## config.mk

```make
export PLATFORM = sky130hd
export DESIGN_NAME = bsg_arb_aging_rr
export DESIGN_NICKNAME = d
export VERILOG_FILES = /design/src/rtl/bsg_arb_aging_pkg.sv /design/src/rtl/bsg_age_counter_async.sv /design/src/rtl/bsg_arb_aging_rr.sv
export SDC_FILE = /design/constraint.sdc
export NUM_CORES = 1
export LEC_CHECK = 0
export ABC_AREA = 1
export ABC_CLOCK_PERIOD_IN_PS = 6180
export CORE_AREA = 2 2 60 62
export CTS_BUF_LIST = sky130_fd_sc_hd__clkbuf_4
export CTS_CLUSTER_DIAMETER = 80
export DETAILED_ROUTE_END_ITERATION = 10
export DIE_AREA = 0 0 62 64
export GPL_TIMING_DRIVEN = 0
export PLACE_DENSITY_LB_ADDON = 0.15
export SYNTH_ARGS = -nofsm -noshare
export SYNTH_HDL_FRONTEND = slang
export SYNTH_SLANG_ARGS = --single-unit
```

## constraint.sdc

```tcl
create_clock -name clk_i -period 6.18 [get_ports clk_i]
set_clock_uncertainty 0.15 [all_clocks]
set_input_delay 1.236 -clock clk_i [delete_from_list [all_inputs] [get_ports clk_i]]
set_output_delay 1.236 -clock clk_i [all_outputs]
set_load 0.005 [all_outputs]
```

## src/rtl/bsg_arb_aging_pkg.sv

```systemverilog
// Shared types for the aging round-robin arbiter.
package bsg_arb_aging_pkg;

  typedef enum logic [1:0] {
    eIdle,
    eHold,
    eLock
  } arb_state_e;

endpackage

```

## src/rtl/bsg_age_counter_async.sv

```systemverilog
// Saturating wait counter: clear has priority and yields 0, otherwise count up to age_max_p.
module bsg_age_counter_async #(
  parameter int age_max_p = 15,
  parameter int width_p   = 4
) (
  input  logic               clk_i,
  input  logic               reset_n_i,
  input  logic               clear_i,
  input  logic               inc_i,
  output logic [width_p-1:0] count_o
);

  logic [width_p-1:0] count_q, count_d;

  always_comb begin
    count_d = count_q;
    if (clear_i) begin
      count_d = '0;
    end else if (inc_i && (count_q != width_p'(age_max_p))) begin
      count_d = count_q + 1'b1;
    end
  end

  // NOTE: sequential state uses non-blocking assignments so every flop samples pre-edge values.
  always_ff @(posedge clk_i or negedge reset_n_i) begin
    if (!reset_n_i) count_q <= '0;
    else            count_q <= count_d;
  end

  assign count_o = count_q;

endmodule

```

## src/rtl/bsg_arb_aging_rr.sv

```systemverilog
// Round-robin arbiter with per-requester aging: saturated waiters win first,
// an unconsumed grant is held, and a consumer may lock the resource to its winner.
module bsg_arb_aging_rr
  import bsg_arb_aging_pkg::*;
#(
  parameter  int els_p        = 4,
  parameter  int age_max_p    = 15,
  localparam int id_width_lp  = (els_p == 1) ? 1 : $clog2(els_p),
  localparam int age_width_lp = ((age_max_p + 1) == 1) ? 1 : $clog2(age_max_p + 1)
) (
  input  logic                          clk_i,
  input  logic                          reset_n_i,
  input  logic [els_p-1:0]              req_i,
  input  logic                          yumi_i,
  input  logic                          lock_i,
  output logic                          v_o,
  output logic [els_p-1:0]              grant_o,
  output logic [id_width_lp-1:0]        grant_id_o,
  output logic [els_p*age_width_lp-1:0] age_o
);

  // Returns {found, index} of the first set bit at or after ptr, wrapping modulo els_p.
  function automatic logic [id_width_lp:0] rr_pick(input logic [els_p-1:0]       vec,
                                                   input logic [id_width_lp-1:0] ptr);
    logic [id_width_lp:0] res;
    int j;
    res = '0;
    for (int k = els_p - 1; k >= 0; k--) begin
      j = int'(ptr) + k;
      if (j >= els_p) j = j - els_p;
      if (vec[j]) res = {1'b1, id_width_lp'(j)};
    end
    return res;
  endfunction

  arb_state_e               state_q, state_d;
  logic [id_width_lp-1:0]   rr_ptr_q, rr_ptr_d;
  logic [id_width_lp-1:0]   held_id_q, held_id_d;
  logic [id_width_lp-1:0]   owner_q, owner_d;

  logic [els_p-1:0][age_width_lp-1:0] age;
  logic [els_p-1:0]         sat_vec;
  logic [id_width_lp:0]     sat_pick, req_pick;
  logic [id_width_lp-1:0]   fresh_id, sel_id;
  logic                     v, yumi_ok;

  always_comb begin
    sat_vec = '0;
    for (int i = 0; i < els_p; i++) begin
      sat_vec[i] = req_i[i] && (age[i] == age_width_lp'(age_max_p));
    end
  end

  assign sat_pick = rr_pick(sat_vec, rr_ptr_q);
  assign req_pick = rr_pick(req_i, rr_ptr_q);
  assign fresh_id = sat_pick[id_width_lp] ? sat_pick[id_width_lp-1:0] : req_pick[id_width_lp-1:0];

  always_comb begin
    state_d   = state_q;
    rr_ptr_d  = rr_ptr_q;
    held_id_d = held_id_q;
    owner_d   = owner_q;
    v         = |req_i;
    sel_id    = fresh_id;

    case (state_q)
      eHold:   if (req_i[held_id_q]) sel_id = held_id_q;
      eLock:   begin
        v      = req_i[owner_q];
        sel_id = owner_q;
      end
      default: ;
    endcase

    // A yumi without an offered grant must leave all state untouched.
    yumi_ok = yumi_i && v;

    if (yumi_ok) begin
      rr_ptr_d = (sel_id == id_width_lp'(els_p - 1)) ? '0 : sel_id + 1'b1;
    end

    if (state_q == eLock) begin
      if (!v || (yumi_ok && !lock_i)) state_d = eIdle;
    end else if (v) begin
      if (yumi_ok) begin
        state_d = lock_i ? eLock : eIdle;
        if (lock_i) owner_d = sel_id;
      end else begin
        state_d   = eHold;
        held_id_d = sel_id;
      end
    end else begin
      state_d = eIdle;
    end
  end

  always_ff @(posedge clk_i or negedge reset_n_i) begin
    if (!reset_n_i) begin
      state_q   <= eIdle;
      rr_ptr_q  <= '0;
      held_id_q <= '0;
      owner_q   <= '0;
    end else begin
      state_q   <= state_d;
      rr_ptr_q  <= rr_ptr_d;
      held_id_q <= held_id_d;
      owner_q   <= owner_d;
    end
  end

  assign v_o        = v;
  assign grant_id_o = v ? sel_id : '0;
  assign grant_o    = v ? ({{(els_p-1){1'b0}}, 1'b1} << sel_id) : '0;

  for (genvar i = 0; i < els_p; i++) begin : g_age
    bsg_age_counter_async #(
      .age_max_p(age_max_p),
      .width_p  (age_width_lp)
    ) u_age (
      .clk_i    (clk_i),
      .reset_n_i(reset_n_i),
      .clear_i  (grant_o[i] && yumi_ok),
      .inc_i    (req_i[i]),
      .count_o  (age[i])
    );
    assign age_o[i*age_width_lp +: age_width_lp] = age[i];
  end

  yumi_needs_valid: assert property (@(posedge clk_i) disable iff (!reset_n_i) yumi_i |-> v_o);

endmodule

```

# After elaboration in Yosys (flattened, before gate mapping)
# Index checks and enable logic that the tools add are counted.
totals:
  ff_bits: 24
  wordCells: 129
op_classes:
  addsub: 12
  magnitude_cmp: 10
  n_eq_ne: 12
  shift: 1
  muxes: 60
  bitwise: 2
  n_reduce_logical: 24
ops:
  columns: ["cell", "count"]
  rows:
  - ["$lt A32 B4 Y1 const B", 4]
  - ["$mux W32", 4]
  - ["$mux W4", 9]
  - ["$mux W2", 13]
  - ["$bmux W1 S2", 10]
  - ["$mux W1", 19]
  - ["$add A4 B1 Y4 const B", 4]
  - ["$eq A4 B4 Y1 const B", 4]
  - ["$ne A4 B4 Y1 const B", 4]
  - ["$logic_and A1 B1 Y1", 14]
  - ["$mux W3", 4]
  - ["$sub A3 B3 Y4 const B", 3]
  - ["$ge A3 B3 Y1 const B", 3]
  - ["$reduce_bool A2 Y1", 4]
  - ["$add A2 B2 Y3 const B", 2]
  - ["$lt A2 B3 Y1 const B", 2]
  - ["$eq A2 B2 Y1 const B", 2]
  - ["$pmux W2 S2", 1]
  - ["$reduce_and A4 Y1", 1]
  - ["$reduce_or A4 Y1", 1]
  - ["$shl A1 B2 Y4 const A", 1]
  - ["$sub A2 B3 Y4 const B", 1]
  - ["$add A2 B1 Y3 const B", 1]
  - ["$ge A2 B3 Y1 const B", 1]
  - ["7 further kinds", 9]

# Depth between registers and ports, before layout
depth:
  ltp_word: 17
  mapped_depth: 24
  ltp_nobuf: 24

# Cells and area by module
# A second synthesis with hierarchy kept.
unflattened:
  hier_cells: 300
  area_unflattened_um2: 2037.0
by_module_without_submodules:
  columns: ["mod", "instances", "cells_per_inst", "area_each_um2", "seq_area_each_um2"]
  rows:
  - ["bsg_arb_aging_rr", 1, 184, 1146.1, 200.2]
  - ["bsg_age_counter_async", 4, 29, 222.7, 100.1]

# Worst setup path after synthesis
# Ideal clock, no wire load.
synth_timing:
  path_kind: "input-to-output"
  start: "in req_i[3]"
  end: "out grant_o[3]"
  t_arrival_ns: 2.535
  required_time_ns: 4.794
  path_slack_ns: 2.259
  path_stages: 19
  path_buffers: 0
  path_cell_list: "inv_2 -> nor2_2 -> nand2_1 -> nand2_1 -> nand2_1 -> nand2_1 -> nand2_1 -> nand2_1 -> nand2_1 -> nand3_1 -> nand2_1 -> nand2_1 -> nand2_1 -> nand2_2 -> nand2_4 -> inv_1 -> ha_1 -> inv_1 -> nor2_1"
synth_via:
  elab_chain_cells: 13
  word_cells_on_any_way: 44
  cone_classes: "shift: 1; mux: 41; reduce/logical: 2"
synth_rtl:
  columns: ["element", "line_no", "source"]
  rows:
  - ["start: declaration", "bsg_arb_aging_rr.sv:13", "input logic [els_p-1:0] req_i,"]
  - ["$logic_and A1 B1 Y1", "bsg_arb_aging_rr.sv:50", "sat_vec[i] = req_i[i] && (age[i] == age_width_lp'(age_max_p));"]
  - ["$bmux W1 S2", "bsg_arb_aging_rr.sv:31", "if (vec[j]) res = {1'b1, id_width_lp'(j)};"]
  - ["$mux W1 (not written as such) (2 in series)", "bsg_arb_aging_rr.sv:31", null]
  - ["$mux W3 (4 in series)", "bsg_arb_aging_rr.sv:31", null]
  - ["$mux W2", "bsg_arb_aging_rr.sv:56", "assign fresh_id = sat_pick[id_width_lp] ? sat_pick[id_width_lp-1:0] : req_pick[id_width_lp-1:0];"]
  - ["$mux W2", "bsg_arb_aging_rr.sv:67", "eHold: if (req_i[held_id_q]) sel_id = held_id_q;"]
  - ["$pmux W2 S2 *", "bsg_arb_aging_rr.sv:66", "case (state_q)"]
  - ["named net sel_id[0]", "bsg_arb_aging_rr.sv:44", "logic [id_width_lp-1:0] fresh_id, sel_id;"]
  - ["$shl A1 B2 Y4 *", "bsg_arb_aging_rr.sv:113", "assign grant_o = v ? ({{(els_p-1){1'b0}}, 1'b1} << sel_id) : '0;"]
  - ["$mux W4 *", "bsg_arb_aging_rr.sv:113", null]
  - ["end: declaration", "bsg_arb_aging_rr.sv:17", "output logic [els_p-1:0] grant_o,"]
# The timed path passes the listed nets; every way through them passes the cells marked *. The select of a mux whose other input is x is not followed.

# Worst setup path after layout
layout_timing:
  start: "in req_i[0]"
  end: "out grant_o[3]"
# Same word-level chain as after synthesis.

==> results.cfg <==
[critical_path]
crit_family = buffers and inverters
critPathMaxFanout = 7
crit_path_max_incr_delay_ps = 610
slowest_stage = clkdlybuf4s50_1
critPathBufInv = 5
arrival_ps = 3890
path_class = input port to output port
worst_ep_required_time_ps = 4790
cp_common_cell = nand2_1
startpoint_type = input port
end_kind = output port
path_cells = clkdlybuf4s50_1 -> inv_1 -> o21ai_1 -> nand2_1 -> nand2_1 -> nand3_2 -> nand2_1 -> nand2_1 -> nand3b_1 -> nand2_1 -> nand2_1 -> nand2_1 -> nand2_2 -> nand2_4 -> inv_1 -> ha_1 -> inv_1 -> nor2_1 -> clkdlybuf4s50_1

[layout]
fin_area_sq_mm = 0.002243
areaGrowthSynthToFinish_pct = 20.42
instances_no_fill = 365
n_antenna_cell = 0
fillers = 290
nets = 339
layout-drive-gt1-share_pct = 7.524

[clock_network]
worstSkewPairLatency_ps = 310
tritoncts = built
clockBufferDepth = 2
post_cts_buffers = 0
cts_buffers = 3
ctsResizeCount = 0
h-tree-depth = 1
cts_hold_buf = 0
path_clk_slew_ps = 120
clock-sinks = 24
root_buffer = clkbuf_4

[yosys]
synth_most_common_cell = nand2_1
ys_ff_latch = 24
synth_fa_ha_area_share_pct = 6.716
synth_top_family_by_area = simple AND/OR/NAND/NOR gates
synth_area_sq_mm = 0.001863
synth-compound-area-share_pct = 8.798
synthMuxAreaShare_pct = 0
synthFlopType = dfrtp_1
syn_inst = 286
synthArstFlopShare_pct = 100.0
syn_nets = 304
yosysSeqAreaShare_pct = 32.24
synth.area.top_cells = dfrtp_1 (32%), nand2_1 (17%), inv_1 (12%)
yosys-top-cells-count = nand2_1 (85), inv_1 (62), dfrtp_1 (24), nand3_1 (22), nor2_1 (20)
synth_xor_area_share_pct = 1.410
yosys.area_share.simple_pct = 36.94
synth_top_area_share_pct = 32.24
synth_edf_count = 0
synth_cell_types = 28
syn_avg_cell_area_sq_um = 6.514
synth_area_leader_cell = dfrtp_1
yosys_warnings = 0

[hold_path]
hp-class = flip-flop to flip-flop

[timing]
worstMarginPinSlew_ps = 1099
period_needed_ps = 5277
hold_viol_final = 0
slew_viol_final = 0
fin_crit_sh_pct = 85.39
rsz0062_at_grt = no
setup_violations = 0
fmax_ghz = 0.1895
relSlewSlack_pct = 26.53
fin_tns_setup_ps = 0

[floorplan]
die_w_microns = 62
initial_core_util_pct = 56.72
core_area_sq_mm = 0.003284
core.rowCount = 21
die_y_microns = 64
io-pin-count = 31
dieArea_sq_mm = 0.003968

[global_routing]
grt_antenna_before_repair = 0
grt_pass1_vias = 1533
grt_max_degree = 25
grt_pass1_wl_microns = 6548
track_usage_pct = 21.48
overflow = 0

[drt]
drc_errors = 0
wl_per_cell_microns = 10.31
ant_nets = 0
vias = 1757
wirelength_microns = 3763
vias_per_cell = 4.814
dr.pass1.iters = 4
dr.first_iter.drc_count = 77

[flow_run]
drv_cap = 0

[power_and_ir_drop]
ir_worst_vdd_mv = 0.3048
finalPower_uw = 1019
p_per_area_mw_per_mm2 = 454.4
leakage_uw = 0.001265

[placed_design]
place_area_sq_mm = 0.002221
placedCellCount = 362
portBuffers = 30
dp_hpwl_microns = 3057
place.gp.congestion = 0.9318

[run_status]
status = complete, no violations
==> per-stage QoR <==
stage / util [%] / hold slack, ps / setup WS [ps]
floorplan: - / 316.0 / 2259
global placement: 67.62 / 344.7 / 896.5
detailed placement: 67.62 / 351.9 / 893.1
CTS: 68.30 / 390.8 / 880.0
global route: 68.30 / 418.9 / 562.6
finish: 68.30 / 387.7 / 902.6
==> logic make-up after synthesis <==
family | after synthesis
AOI/OAI and AO/OA | 29
xor gates and xnor gates | 3
adders and majority gates | 10
buffers and inverters | 65
DFF | 24
and+or+nand+nor | 155
==> per-layer routing <==
metal / GRT usage [%] / part of all wire (%)
met1: 31.83 / 50
met2: 32.29 / 44
met3: 2.632 / 3.9
met4: 6.383 / 1.2
met5: 0 / 0
==> state kept, by name (all words and copies together) (netlist names) <==
name	count
rr_ptr_q	2
held_id_q	2
state_q	2
g_age.u_age.count_o	16
owner_q	2
==> cell usage in the layout, fill, tap and decap left out <==
cell	count
inv_1	62
xnor2_1	1
nand4_1	2
nand3_2	1
nand3b_1	2
inv_2	1
a211oi_1	1
nand2_2	4
nor2_1	20
nand3_1	22
and2_4	1
nor3_1	4
o21bai_1	2
ha_1	10
o211ai_1	4
nor4_1	1
dfrtp_1	24
a31oi_1	1
and3_1	1
nor2_2	4
nand2_1	85
xor2_1	2
o21ai_0	11
or2_2	7
nand2_4	1
buf_6	2
a21oi_1	6
clkdlybuf4s50_1	30
clkbuf_4	3
o21ai_1	4
==> path summary, 6_finish.rpt <==
path	slack, ps	depth (start not counted)	endpoint	startpoint
setup / recovery	900	19	grant_o[3]	req_i[0]
hold / removal	390	2	held_id_q[1]	held_id_q[1]
setup reg to reg	3160	24	g_age[1].u_age.count_o[1]	g_age[1].u_age.count_o[0]
hold reg to reg	390	2	held_id_q[1]	held_id_q[1]
max in group asynchronous	3870	1	g_age[1].u_age.count_o[2]	reset_n_i
min in group asynchronous	1350	1	g_age[2].u_age.count_o[1]	reset_n_i
==> area by class of cell <==
| type | count | area, sq um | share of cell area (%) |
|---|---|---|---|
| Multi-Input combinational cell | 197 | 1003 | 44.73 |
| Clock buffer | 3 | 22.52 | 1.004 |
| Sequential cell | 24 | 600.6 | 26.77 |
| Timing Repair Buffer | 30 | 300.3 | 13.39 |
| Buffer | 2 | 22.52 | 1.004 |
| Tap cell | 46 | 57.56 | 2.566 |
| Inverter | 63 | 236.5 | 10.54 |
==> tightest hold or removal path, delay by kind of cell (launching register included) <==
| family | cells | cell delay (ps) |
|---|---|---|
| flops | 1 | 390 |
| simple gates | 2 | 120 |
==> where the power goes <==
part           internal (uW)  total [uW]  switching (uW)
clock network           22.8        67.8            45.0
logic                    323         658             335
registers                227         294            66.4
total                    573        1020             446
(Power assumes the default switching activity.)
